## config.mk

```make
export PLATFORM = sky130hd
export DESIGN_NAME = mips_pipe_stage
export DESIGN_NICKNAME = d
export VERILOG_FILES = /design/src/rtl/mips_pipe_pkg.sv /design/src/rtl/mips_sat_counter.sv /design/src/rtl/mips_pipe_stage.sv
export SDC_FILE = /design/constraint.sdc
export NUM_CORES = 1
export LEC_CHECK = 0
export ABC_AREA = 0
export CAP_MARGIN = 20
export CORE_MARGIN = 10
export CORE_UTILIZATION = 45
export CTS_CLUSTER_DIAMETER = 200
export DETAILED_ROUTE_END_ITERATION = 7
export DONT_BUFFER_PORTS = 1
export SLEW_MARGIN = 20
export SYNTH_ARGS = -nofsm -noshare
export SYNTH_HDL_FRONTEND = slang
export SYNTH_SLANG_ARGS = --single-unit
```

## constraint.sdc

```tcl
create_clock -name clk -period 3.6 [get_ports clk]
set_input_delay 0.72 -clock clk [delete_from_list [all_inputs] [get_ports clk]]
set_output_delay 0.72 -clock clk [all_outputs]
set_load 0.03 [all_outputs]
```

## src/rtl/mips_pipe_pkg.sv

```systemverilog
// Shared types and default sizes for the MIPS inter-stage pipeline register.
package mips_pipe_pkg;

  // Default widths used by every stage instance unless the parent overrides them
  localparam int DEF_DATA_W = 64;
  localparam int DEF_CTRL_W = 12;
  localparam int DEF_CNT_W  = 16;

  // Number of beats held by one stage, 0..2
  typedef logic [1:0] occ_t;

  // Fill level of the main/skid register pair
  typedef enum logic [1:0] {
    ST_EMPTY = 2'd0,
    ST_BUSY  = 2'd1,
    ST_FULL  = 2'd2
  } state_e;

  // Beats held in a given state
  function automatic occ_t occ_of(input state_e s);
    case (s)
      ST_BUSY: return 2'd1;
      ST_FULL: return 2'd2;
      default: return 2'd0;
    endcase
  endfunction

endpackage

```

## src/rtl/mips_sat_counter.sv

```systemverilog
// Saturating up-counter that adds a small increment each cycle and sticks at all-ones.
module mips_sat_counter #(
  parameter int W     = 16,
  parameter int INC_W = 2
) (
  input  logic             clk,
  input  logic             reset,
  input  logic [INC_W-1:0] inc,
  output logic [W-1:0]     count
);

  logic [W-1:0] count_q;
  logic [W-1:0] count_d;
  logic [W:0]   sum;

  // One extra bit catches the carry; any carry means the count would wrap, so clamp instead
  always_comb begin
    sum     = {1'b0, count_q} + (W+1)'(inc);
    count_d = sum[W] ? '1 : sum[W-1:0];
  end

  // Counter register, cleared by reset
  always_ff @(posedge clk) begin
    // NOTE: state registers use non-blocking assignments so every flop samples pre-edge values.
    if (reset) count_q <= '0;
    else       count_q <= count_d;
  end

  assign count = count_q;

endmodule

```

## src/rtl/mips_pipe_stage.sv

```systemverilog
// Inter-stage pipeline register with valid/ready handshake, 2-entry skid buffer,
// flush, bubble insertion and a saturating count of beats dropped by flushes.
module mips_pipe_stage
  import mips_pipe_pkg::*;
#(
  parameter int DATA_W = DEF_DATA_W,
  parameter int CTRL_W = DEF_CTRL_W,
  parameter int CNT_W  = DEF_CNT_W
) (
  input  logic              clk,
  input  logic              reset,
  input  logic              in_valid,
  output logic              in_ready,
  input  logic [DATA_W-1:0] in_data,
  input  logic [CTRL_W-1:0] in_ctrl,
  input  logic              flush,
  output logic              out_valid,
  input  logic              out_ready,
  output logic [DATA_W-1:0] out_data,
  output logic [CTRL_W-1:0] out_ctrl,
  output logic [1:0]        occupancy,
  output logic [CNT_W-1:0]  flush_drops
);

  state_e            state_q, state_d;
  logic [DATA_W-1:0] main_data_q, main_data_d;
  logic [CTRL_W-1:0] main_ctrl_q, main_ctrl_d;
  logic [DATA_W-1:0] skid_data_q, skid_data_d;
  logic [CTRL_W-1:0] skid_ctrl_q, skid_ctrl_d;
  logic              in_ready_q, in_ready_d;
  logic              in_fire;
  logic              out_fire;
  occ_t              drop_inc;

  assign out_valid = (state_q != ST_EMPTY);
  assign in_fire   = in_valid & in_ready_q;
  assign out_fire  = out_valid & out_ready;

  // Next-state and register loads; flush overrides every transfer except delivery downstream
  always_comb begin
    // NOTE: every signal gets a default first so no path leaves it unassigned (no latches).
    state_d     = state_q;
    main_data_d = main_data_q;
    main_ctrl_d = main_ctrl_q;
    skid_data_d = skid_data_q;
    skid_ctrl_d = skid_ctrl_q;
    if (flush) begin
      state_d = ST_EMPTY;
    end else begin
      case (state_q)
        ST_EMPTY: begin
          if (in_fire) begin
            main_data_d = in_data;
            main_ctrl_d = in_ctrl;
            state_d     = ST_BUSY;
          end
        end
        ST_BUSY: begin
          if (in_fire && out_fire) begin
            main_data_d = in_data;
            main_ctrl_d = in_ctrl;
          end else if (in_fire) begin
            skid_data_d = in_data;
            skid_ctrl_d = in_ctrl;
            state_d     = ST_FULL;
          end else if (out_fire) begin
            state_d = ST_EMPTY;
          end
        end
        ST_FULL: begin
          if (out_fire) begin
            main_data_d = skid_data_q;
            main_ctrl_d = skid_ctrl_q;
            state_d     = ST_BUSY;
          end
        end
        default: state_d = ST_EMPTY;
      endcase
    end
    // Registered ready looks at where we are going, so out_ready never reaches in_ready combinationally
    in_ready_d = (state_d != ST_FULL);
  end

  // State, ready and main (output-facing) registers
  always_ff @(posedge clk) begin
    if (reset) begin
      state_q     <= ST_EMPTY;
      in_ready_q  <= 1'b1;
      main_data_q <= '0;
      main_ctrl_q <= '0;
    end else begin
      state_q     <= state_d;
      in_ready_q  <= in_ready_d;
      main_data_q <= main_data_d;
      main_ctrl_q <= main_ctrl_d;
    end
  end

  // Skid register holds the second beat only while FULL
  always_ff @(posedge clk) begin
    // NOTE: skid is not reset; its contents are never visible unless it was written first.
    skid_data_q <= skid_data_d;
    skid_ctrl_q <= skid_ctrl_d;
  end

  // Beats lost to a flush: everything held, less the one leaving, plus the one arriving
  always_comb begin
    drop_inc = '0;
    if (flush) drop_inc = occ_of(state_q) - occ_t'(out_fire) + occ_t'(in_fire);
  end

  mips_sat_counter #(
    .W     (CNT_W),
    .INC_W (2)
  ) u_drop_cnt (
    .clk   (clk),
    .reset (reset),
    .inc   (drop_inc),
    .count (flush_drops)
  );

  assign in_ready  = in_ready_q;
  assign out_data  = main_data_q;
  assign out_ctrl  = out_valid ? main_ctrl_q : '0;
  assign occupancy = occ_of(state_q);

endmodule
```

# Yosys cells after proc, flatten, opt, wreduce, memory -nomap -nowiden
# Cells that the tools add are included.
# op_classes
n_div	0
n_mul	0
n_lt_le_gt_ge	0
n_shift	0
n_reduce_logical	6
add_sub_neg	3
muxes	20
bitwise_logic	4
eq_ne	6
# ops
op	n
two-way mux 64 bit	3
one-hot mux 64 bit (3 select lines)	1
two-way mux 12 bit	4
one-hot mux 12 bit (3 select lines)	1
adder 16 x 2 -> 17 bit	1
two-way mux 16 bit	1
two-way mux 2 bit	8
inequality test 2 bit, second input constant	4
one-hot mux 2 bit (3 select lines)	1
AND reduction 5 bit	1
one-hot mux 2 bit (2 select lines)	1
AND reduction 4 bit	1
nonzero test 3 bit	1
adder 2 x 1 -> 2 bit	1
AND 1 bit	2
equality test 2 x 1 -> 1 bit, second input constant	1
equality test 2 bit, second input constant	1
zero test 2 bit	1
NOT 1 bit	2
nonzero test 2 bit	1
subtractor 2 x 1 -> 2 bit	1
logical AND 1 bit	1
# word_totals
regBits	171
latchBits	0
memories	0
in_bits	81
elab_cells	46
romBits	0
ramBits	0
output_inout_bits	96

# Depth between registers and ports, before layout
# Gate-level depths: netlist of run 1.
# logic_depth
ltp_word	8
ltp_mapped	16
mapped_depth_nobuf	14

# Cells and area by module
# Synthesis of run 1 repeated with hierarchy kept, for this count alone.
# hier_totals
hier_cells	633
hier_area_um2	6759.0
# by_module_without_submodules
module	cells_per_inst	seq_area_each_um2	area_per_inst_um2	n_inst
mips_pipe_stage	548	3863.7	5870.6	1
mips_sat_counter	85	320.3	888.4	1

# Worst setup path after synthesis of run 1
# OpenSTA, ideal clock, no wires.
# synth_path
path_type	flip-flop to flip-flop
startpoint	register state_q[0]
endpoint	register skid_ctrl_q[0] (enable)
setup_slack_ps	-174
required_time_ps	3157
path_buffers	2
t_arrival_ps	3331
period_less_slack_ps	3774
setup_ps	443
stages_incl_launch_ff	8
cell_sequence	dfxtp_1 -> buf_2 -> nor2_1 -> clkbuf_1 -> nor2b_1 -> ha_1 -> nor3_1 -> and3b_1
# synth_via
elab_chain_cells	5
elab_cells_between_ends	6
classes_between	1 x eq/ne; 2 x bitwise; 3 x reduce/logical
# synth_rtl
element	line_no	text
from (decl)	mips_pipe_stage.sv:25	state_e state_q, state_d;
from (signal assigned)	mips_pipe_stage.sv:92	state_q <= state_d;
nonzero test 2 bit	mips_pipe_stage.sv:35	assign out_valid = (state_q != ST_EMPTY);
AND 1 bit	mips_pipe_stage.sv:37	assign out_fire = out_valid & out_ready;
logical AND 1 bit	mips_pipe_stage.sv:59	if (in_fire && out_fire) begin
NOT 1 bit (no line)	n/a	
AND reduction 4 bit (no line) *	n/a	
to (signal assigned)	mips_pipe_stage.sv:103	skid_ctrl_q <= skid_ctrl_d;
to (decl)	mips_pipe_stage.sv:29	logic [CTRL_W-1:0] skid_ctrl_q, skid_ctrl_d;
# Mark *: on every way between the ends. The rest lies on a longest branch, timed or not.
# A chain may end at the register's enable or synchronous reset.

# Worst setup path after layout of run 1
# layout_path
startpoint	register state_q[1]
endpoint	register u_drop_cnt.count_q[10] (netlist: u_drop_cnt.count[10])
# layout_via
elab_chain_cells	8
elab_cells_between_ends	11
classes_between	3 x add/sub; 2 x eq/ne; 4 x mux; 1 x bitwise; 1 x reduce/logical
# layout_rtl
element	line_no	text
equality test 2 bit / equality test 2 x 1 -> 1 bit (equally long branches)	mips_pipe_pkg.sv:21	case (s)
one-hot mux 2 bit (2 select lines)	mips_pipe_pkg.sv:21	
two-way mux 2 bit	mips_pipe_stage.sv:109	if (flush) drop_inc = occ_of(state_q) - occ_t'(out_fire) + occ_t'(in_fire);
subtractor 2 x 1 -> 2 bit *	mips_pipe_stage.sv:109	
adder 2 x 1 -> 2 bit *	mips_pipe_stage.sv:109	
two-way mux 2 bit *	mips_pipe_stage.sv:109	
adder 16 x 2 -> 17 bit *	mips_sat_counter.sv:18	sum = {1'b0, count_q} + (W+1)'(inc);
two-way mux 16 bit *	mips_sat_counter.sv:19	count_d = sum[W] ? '1 : sum[W-1:0];
to (signal assigned)	mips_sat_counter.sv:26	else count_q <= count_d;
to (decl)	mips_sat_counter.sv:12	logic [W-1:0] count_q;
# Mark *: on every way between the ends. The rest lies on a longest branch, timed or not. The select of a mux whose other input is x is not followed.

==> flow_summary_export.csv, run 1 <==
group,metric,value,unit
run_status,status,"finished clean",
power,vdd.ir_drop.worst,0.428,mV
detailed_routing,drtPass1Iterations,4,
sta,max_slew.worst_pin.slew,0.774,ns
placement,dp_hpwl,10800,microns
worst_setup_path,cell_type_of_the_slowest_stage_on_the_worst_timing_path,"sky130_fd_sc_hd__dfxtp_1",
finish,area_growth_syn_to_layout,10.7,%
synth,synthFlopType,"sky130_fd_sc_hd__dfxtp_1",
clock_tree,ctsLongestPathBuffers,2,
placement,placement.io_buffers,0,
finish,final-instance-count-excl-fill,739,
worst_setup_path,reg2reg_slack,0.34,ns
synth,yosysWarnings,0,
worst_setup_path,timing.critical_path.from_type,"flop",
clock_tree,htree_levels,4,
synth,yosys_register_bits,171,
detailed_routing,drcViolationCount,0,
synth,async_flop_share,0,%
sta,fin_crit_sh,90.7,%
worst_setup_path,worst-setup-path-type,"reg2reg",
clock_tree,clkSinkCount,171,
power,clock_power_share,41.8,%
worst_setup_path,critical_path.endpoint_type,"flop",
floorplan,fp.coreArea,15100,sq um
finish,nFillCells,1308,
worst_setup_path,crit_path_cell_trace,"nor2_1 -> nor2b_1 -> ha_1 -> inv_1 -> ha_1 -> xnor2_1 -> xnor2_1 -> nand2_1 -> fa_1 -> nand4b_2 -> buf_4 -> nor3_1 -> nand3_1 -> a21oi_1",
clock_tree,skew_pair_late_insertion_delay,0.41,ns
power,power.share.sequential,52.9,%
worst_setup_path,worst-path-max-fanout,8,
grt,grt.overflow.total,0,
detailed_routing,routed-via-count,4126,
clock_tree,library_cell_used_as_clock_root_buffer,"sky130_fd_sc_hd__clkbuf_16",
sta,timing.max_slew.rel_slack,48.4,%
hold_path,holdCritStartpoint,"flush",
floorplan,floorplan.die_area,20700,sq um
sta,hold_ws,0.383,ns
sta,finClkSkew,0.0120,ns
sta,final-hold-violation-count,0,
power,power_leakage,2.39,nW
synth,synth-edff-count,76,
floorplan,initial_core_util,45.7,%
clock_tree,cts_buffers,17,
worst_setup_path,arrival,3.61,ns
grt,grt_max_degree,96,
detailed_routing,viasPerCell,5.58,
finish,antenna_cells_inserted,0,
power,p_per_area,564,nW/um^2
worst_setup_path,slowest_delay,0.51,ns
grt,grt_usage,14.9,%
synth,syn-num-nets,635,
clock_tree,clk_pin_slew,0.06,ns
synth,synth.yosys.seq_area_share,60.7,%
synth,netlist_area,6890,sq um
placement,gp_congestion,0.824,
power,intPower,0.00331,W
power,combinationalPowerShare,5.3,%
grt,first_pass_grt_wire_length,24100,microns
power,power.share.switching,23.1,%
floorplan,die_h,144,microns
detailed_routing,antenna_violating_nets_post_route,0,
detailed_routing,route.detailed.wl_per_inst,21.2,microns
sta,setup-violations-final,0,
synth,synthCells,548,
synth,yosysUniqueCellTypes,42,
floorplan,dieWidth,144,microns
synth,synth_area_per_cell,12.6,sq um
floorplan,floorplan.io_pins,177,
clock_tree,cts_tree,"done",
finish,fin_area,7620,sq um
worst_setup_path,worst_r2r_startpoint,"state_q[1]",
placement,dpl-instance-area,7050,sq um
clock_tree,post-cts-setup-buffer-count,0,
detailed_routing,detail_route.wirelength,15700,microns
grt,antenna_found_initial,0,
worst_setup_path,required,3.94,ns
hold_path,min-delay-path-class,"in2reg",
placement,place.detailed.instances,709,
detailed_routing,drt-initial-drc-count,171,
flow_run,max_capacitance_violation_total,0,
sta,slew_violations,0,
finish,post_route_cells_drive_above_1_share,12.2,%
grt,number_of_global_route_vias_before_repair,4211,
worst_setup_path,critPathLaunch,"state_q[1]",
finish,final_nets,627,
power,power_switching,0.000992,W
sta,totalNegativeSetupSlack,0,ns
floorplan,placement_rows,45,
sta,max_freq,306,MHz
sta,finalCriticalPeriod,3.26,ns
## placed cells by master, fill, tap and decap left out, types with 2 or more instances in the layout
cell and instances:
sky130_fd_sc_hd__dfxtp_1 94, sky130_fd_sc_hd__nor2_1 82, sky130_fd_sc_hd__mux2i_1 76, sky130_fd_sc_hd__edfxtp_1 76, sky130_fd_sc_hd__a211oi_1 58, sky130_fd_sc_hd__a211oi_2 20, sky130_fd_sc_hd__clkbuf_16 17, sky130_fd_sc_hd__nor2b_1 16
sky130_fd_sc_hd__a21oi_1 16, sky130_fd_sc_hd__xnor2_1 11, sky130_fd_sc_hd__inv_1 10, sky130_fd_sc_hd__buf_4 8, sky130_fd_sc_hd__nand2_1 7, sky130_fd_sc_hd__nor3_1 7, sky130_fd_sc_hd__ha_1 5, sky130_fd_sc_hd__nand3_1 4
sky130_fd_sc_hd__clkbuf_1 4, sky130_fd_sc_hd__buf_12 4, sky130_fd_sc_hd__bufinv_16 3, sky130_fd_sc_hd__clkinv_2 3, sky130_fd_sc_hd__nand4_1 2, sky130_fd_sc_hd__nor4_1 2, sky130_fd_sc_hd__and3_1 2
## path summary, 6_finish.rpt
path,to,depth (start not counted)
setup / recovery,u_drop_cnt.count[10],14
hold / removal,state_q[0],1
setup reg to reg,u_drop_cnt.count[10],14
hold reg to reg,main_ctrl_q[0],2
## area by class of cell
cell class	count	area [sq um]	area share, %
Clock buffer	22	454	5.96
Clock inverter	8	121	1.59
Inverter	10	37.5	0.492
Multi-Input combinational cell	328	2450	32.1
Sequential cell	171	4190	54.9
Tap cell	188	235	3.09
Timing Repair Buffer	12	140	1.84
## repair_timing
action / 4_1_cts / 5_1_grt
setup endpoints to repair: 0 / 5
resized for setup: 0 / 1
hold endpoints to repair: 0 / 0
hold buffers: 0 / 0
## layer usage
layer / vias up / GRT usage (%) / share of wire [%]
met1: 1998 / 17.0 / 40
met2: 123 / 23.7 / 47
met5: - / 0 / 0
met3: 17 / 7.62 / 11
met4: 0 / 5.10 / 1.4
li1: 1988 / - / -
## power by group through the flow
stage | sequential (W) | combinational [W] | clock, W
floorplan | 0.00229 | 0.000211 | 0
detailed placement | 0.00232 | 0.000231 | 0
CTS | 0.00228 | 0.000231 | 0.00184
global route | 0.00228 | 0.000259 | 0.00192
finish | 0.00227 | 0.000228 | 0.00180
global placement | 0.00232 | 0.000221 | 0
## cells by family (layout without fill, tap and decap cells)
| kind of cell | Yosys count | after routing | synth area share, % |
|---|---|---|---|
| AO/OA/AOI/OAI | 100 | 100 | 12.0 |
| XOR/XNOR | 12 | 12 | 1.53 |
| adder cells (fa/ha/maj) | 6 | 6 | 1.20 |
| buffers and inverters | 49 | 52 | 3.87 |
| flip-flops | 171 | 171 | 60.7 |
| multiplexers | 76 | 76 | 11.0 |
| AND/OR/NAND/NOR | 134 | 134 | 9.64 |
## Yosys cell counts (2+ instances only)
master | count | area share (%)
sky130_fd_sc_hd__and3_1 | 2 | 0.18
sky130_fd_sc_hd__nor3_1 | 7 | 0.51
sky130_fd_sc_hd__nand4_1 | 2 | 0.18
sky130_fd_sc_hd__nor2b_1 | 17 | 1.5
sky130_fd_sc_hd__ha_1 | 5 | 0.91
sky130_fd_sc_hd__nor4_1 | 2 | 0.18
sky130_fd_sc_hd__buf_2 | 15 | 1.1
sky130_fd_sc_hd__a211oi_1 | 58 | 6.3
sky130_fd_sc_hd__buf_4 | 7 | 0.76
sky130_fd_sc_hd__inv_1 | 10 | 0.54
sky130_fd_sc_hd__dfxtp_1 | 95 | 28
sky130_fd_sc_hd__a21oi_1 | 16 | 1.2
sky130_fd_sc_hd__mux2i_1 | 76 | 11
sky130_fd_sc_hd__clkbuf_1 | 11 | 0.60
sky130_fd_sc_hd__nand2_1 | 7 | 0.38
sky130_fd_sc_hd__buf_1 | 2 | 0.11
sky130_fd_sc_hd__a211oi_2 | 20 | 3.6
sky130_fd_sc_hd__xnor2_1 | 11 | 1.4
sky130_fd_sc_hd__nor2_1 | 82 | 4.5
sky130_fd_sc_hd__buf_6 | 2 | 0.33
sky130_fd_sc_hd__buf_8 | 2 | 0.44
sky130_fd_sc_hd__edfxtp_1 | 76 | 33
sky130_fd_sc_hd__nand3_1 | 4 | 0.29
## registers in the layout, indices dropped and copies added (netlist names)
name / cells
out_data: 64
skid_data_q: 64
u_drop_cnt.count: 16
main_ctrl_q: 12
skid_ctrl_q: 12
state_q: 2
in_ready: 1
## worst max-delay path: cells and delay by family, from the launching register on
family | cells | cell delay, ns
AOI/OAI and AO/OA | 1 | 0.18
xor gates and xnor gates | 2 | 0.27
adders and majority gates | 3 | 0.86
buffers and inverters | 2 | 0.25
DFF | 1 | 0.51
and+or+nand+nor | 6 | 1.13
## per-stage QoR
stage	total power [W]	util, %	setup WS [ns]
after floorplan	0.00251	-	0.134
after detailed placement	0.00255	46.7	0.198
final	0.00430	50.5	0.337
after global placement	0.00254	46.7	0.297
after global routing	0.00446	50.5	-0.000859
after CTS	0.00435	50.5	0.283
Power figures use the tool's default switching activity.
==> run 2, diff against run 1 <==
- CORE_UTILIZATION: 45 -> 50
- PLACE_DENSITY: unset -> 0.68
- SLEW_MARGIN: 20 -> 10
==> run 2 against run 1 <==
Register-to-register slack better by 0.07 ns. Worst hold slack lost 0.0042 ns. Global-route usage grew 0.74 points. Sequential power hardly changed. First-iteration DRC count is 19% higher. Clock skew decreased by 0.0069 ns. Clock power down 4%. Critical path depth is the same. Largest cell class unchanged. Highest routed layer unchanged.
==> flow_summary_export.csv, run 2 (synthesized netlist as in run 1, its figures left out) <==
group,metric,value,unit
finish,final_util,56.6,%
floorplan,die_h,137,microns
finish,antenna_cells_inserted,0,
clock_tree,ctsLongestPathBuffers,2,
grt,grt.overflow.total,0,
floorplan,initial_core_util,51.6,%
power,power_switching,0.00101,W
floorplan,dieWidth,137,microns
detailed_routing,drcViolationCount,0,
sta,totalNegativeSetupSlack,0,ns
clock_tree,cts-hold-fix-buffers,0,
power,p_per_area,558,nW/um^2
detailed_routing,route.detailed.wl_per_inst,20.7,microns
worst_setup_path,timing.critical_path.from_type,"flop",
sta,timing.max_slew.rel_slack,49.3,%
sta,setup-violations-final,0,
grt,antenna_found_initial,0,
clock_tree,htree_levels,4,
grt,number_of_global_route_vias_before_repair,3998,
worst_setup_path,slowest_delay,0.45,ns
finish,post_route_cells_drive_above_1_share,11.8,%
worst_setup_path,cell_type_of_the_slowest_stage_on_the_worst_timing_path,"sky130_fd_sc_hd__fa_1",
floorplan,placement_rows,42,
clock_tree,cts_tree,"done",
sta,finClkSkew,0.00512,ns
finish,area_growth_syn_to_layout,9.61,%
floorplan,floorplan.die_area,18900,sq um
grt,grt_usage,15.7,%
detailed_routing,routed-via-count,4079,
clock_tree,library_cell_used_as_clock_root_buffer,"sky130_fd_sc_hd__clkbuf_16",
power,intPower,0.00321,W
power,power.share.switching,23.8,%
placement,placement.io_buffers,0,
clock_tree,post_cts_resize_count,0,
worst_setup_path,worst-setup-path-type,"reg2reg",
power,vdd.ir_drop.worst,0.354,mV
sta,fin_crit_sh,88.7,%
detailed_routing,drtPass1Iterations,4,
detailed_routing,detail_route.wirelength,15100,microns
placement,place.detailed.instances,695,
detailed_routing,drt-initial-drc-count,203,
power,power.share.sequential,53.9,%
sta,slew_violations,0,
sta,grt_setup_unrepaired,"false",
clock_tree,clk_pin_slew,0.06,ns
detailed_routing,antenna_violating_nets_post_route,0,
sta,final-hold-violation-count,0,
clock_tree,skew_pair_late_insertion_delay,0.41,ns
worst_setup_path,crit_path_cell_trace,"nor2_1 -> nor2b_1 -> ha_1 -> inv_1 -> ha_1 -> xnor2_1 -> xnor2_1 -> nand2_1 -> fa_1 -> nand4b_2 -> buf_4 -> nor3_1 -> nand3_1 -> a21oi_1",
grt,grt_max_degree,153,
power,totalPowerFinal,0.00422,W
sta,max_freq,313,MHz
grt,first_pass_grt_wire_length,23000,microns
run_status,status,"finished clean",
power,clock_power_share,40.8,%
floorplan,fp.coreArea,13300,sq um
flow_run,max_capacitance_violation_total,0,
power,power_leakage,2.36,nW
hold_path,min-delay-path-class,"in2reg",
worst_setup_path,reg2reg_slack,0.41,ns
finish,final_nets,625,
sta,max_slew.worst_pin.slew,0.760,ns
sta,finalCriticalPeriod,3.19,ns
finish,final-instance-count-excl-fill,727,
clock_tree,post-cts-setup-buffer-count,0,
worst_setup_path,required,3.94,ns
power,combinationalPowerShare,5.3,%
worst_setup_path,worst-path-max-fanout,8,
placement,gp_congestion,0.753,
clock_tree,cts_buffers,17,
placement,dp_hpwl,10500,microns
detailed_routing,viasPerCell,5.61,
clock_tree,clkSinkCount,171,
finish,layout.cells.most_common,"sky130_fd_sc_hd__dfxtp_1",
worst_setup_path,arrival,3.53,ns
finish,most-common-layout-cells,"sky130_fd_sc_hd__dfxtp_1, sky130_fd_sc_hd__nor2_1, sky130_fd_sc_hd__mux2i_1, sky130_fd_sc_hd__edfxtp_1, sky130_fd_sc_hd__a211oi_1",
worst_setup_path,critical_path.endpoint_type,"flop",
floorplan,floorplan.io_pins,177,
## run 2: changes by cell type in the layout (fill, tap and decap cells not counted), sizes merged
cell and change:
buf -2, bufinv -1, clkinvlp +2, clkinv +5, clkbuf -4
## run 2: routing by layer
layer  wire length, microns  vias to the layer above  GRT usage (%)
li1                       -                     2000              -
met1                   6030                     1937           18.3
met2                   6880                      128           23.5
met3                   1990                       14           9.25
met4                    178                        0           5.09
met5                      0                        -              0
## run 2: power groups by stage
| stage | clock network [W] | registers [W] | logic (W) |
|---|---|---|---|
| floorplan | 0 | 0.00229 | 0.000211 |
| global placement | 0 | 0.00232 | 0.000216 |
| detailed placement | 0 | 0.00232 | 0.000225 |
| CTS | 0.00176 | 0.00228 | 0.000226 |
| global route | 0.00185 | 0.00228 | 0.000254 |
| finish | 0.00172 | 0.00227 | 0.000222 |
## run 2: area by class of cell
type	instances	area (sq um)
timing repair buffer	10	100
tap	176	220
inverter	10	37.5
sequential	171	4190
clock buffer	18	429
multi-input combinational	328	2450
clock inverter	14	129
fill	1116	5800
## run 2: worst paths after layout
path	start	endpoint	cells after the start
setup / recovery	state_q[1]	u_drop_cnt.count[10]	14
hold / removal	flush	state_q[1]	1
setup reg to reg	state_q[1]	u_drop_cnt.count[10]	14
hold reg to reg	main_ctrl_q[11]	main_ctrl_q[11]	2
## run 2: worst max-delay path, delay by kind of cell (launching register included)
| family | cells | cell delay (ns) |
|---|---|---|
| simple gates | 6 | 1.13 |
| fa+ha+maj | 3 | 0.89 |
| flops | 1 | 0.37 |
| xor+xnor | 2 | 0.30 |
| buf+inv | 2 | 0.23 |
| compound gates | 1 | 0.20 |
## run 2: metrics by stage
| stage | instance area [sq um] | hold WS (ns) | worst slack, ns |
|---|---|---|---|
| finish | 7550 | 0.379 | 0.408 |
| global route | 7550 | 0.349 | 0.106 |
| CTS | 7550 | 0.362 | 0.296 |
| detailed placement | 6990 | 0.486 | 0.168 |
| global placement | 6990 | 0.487 | 0.293 |
| floorplan | 6890 | 0.474 | 0.134 |
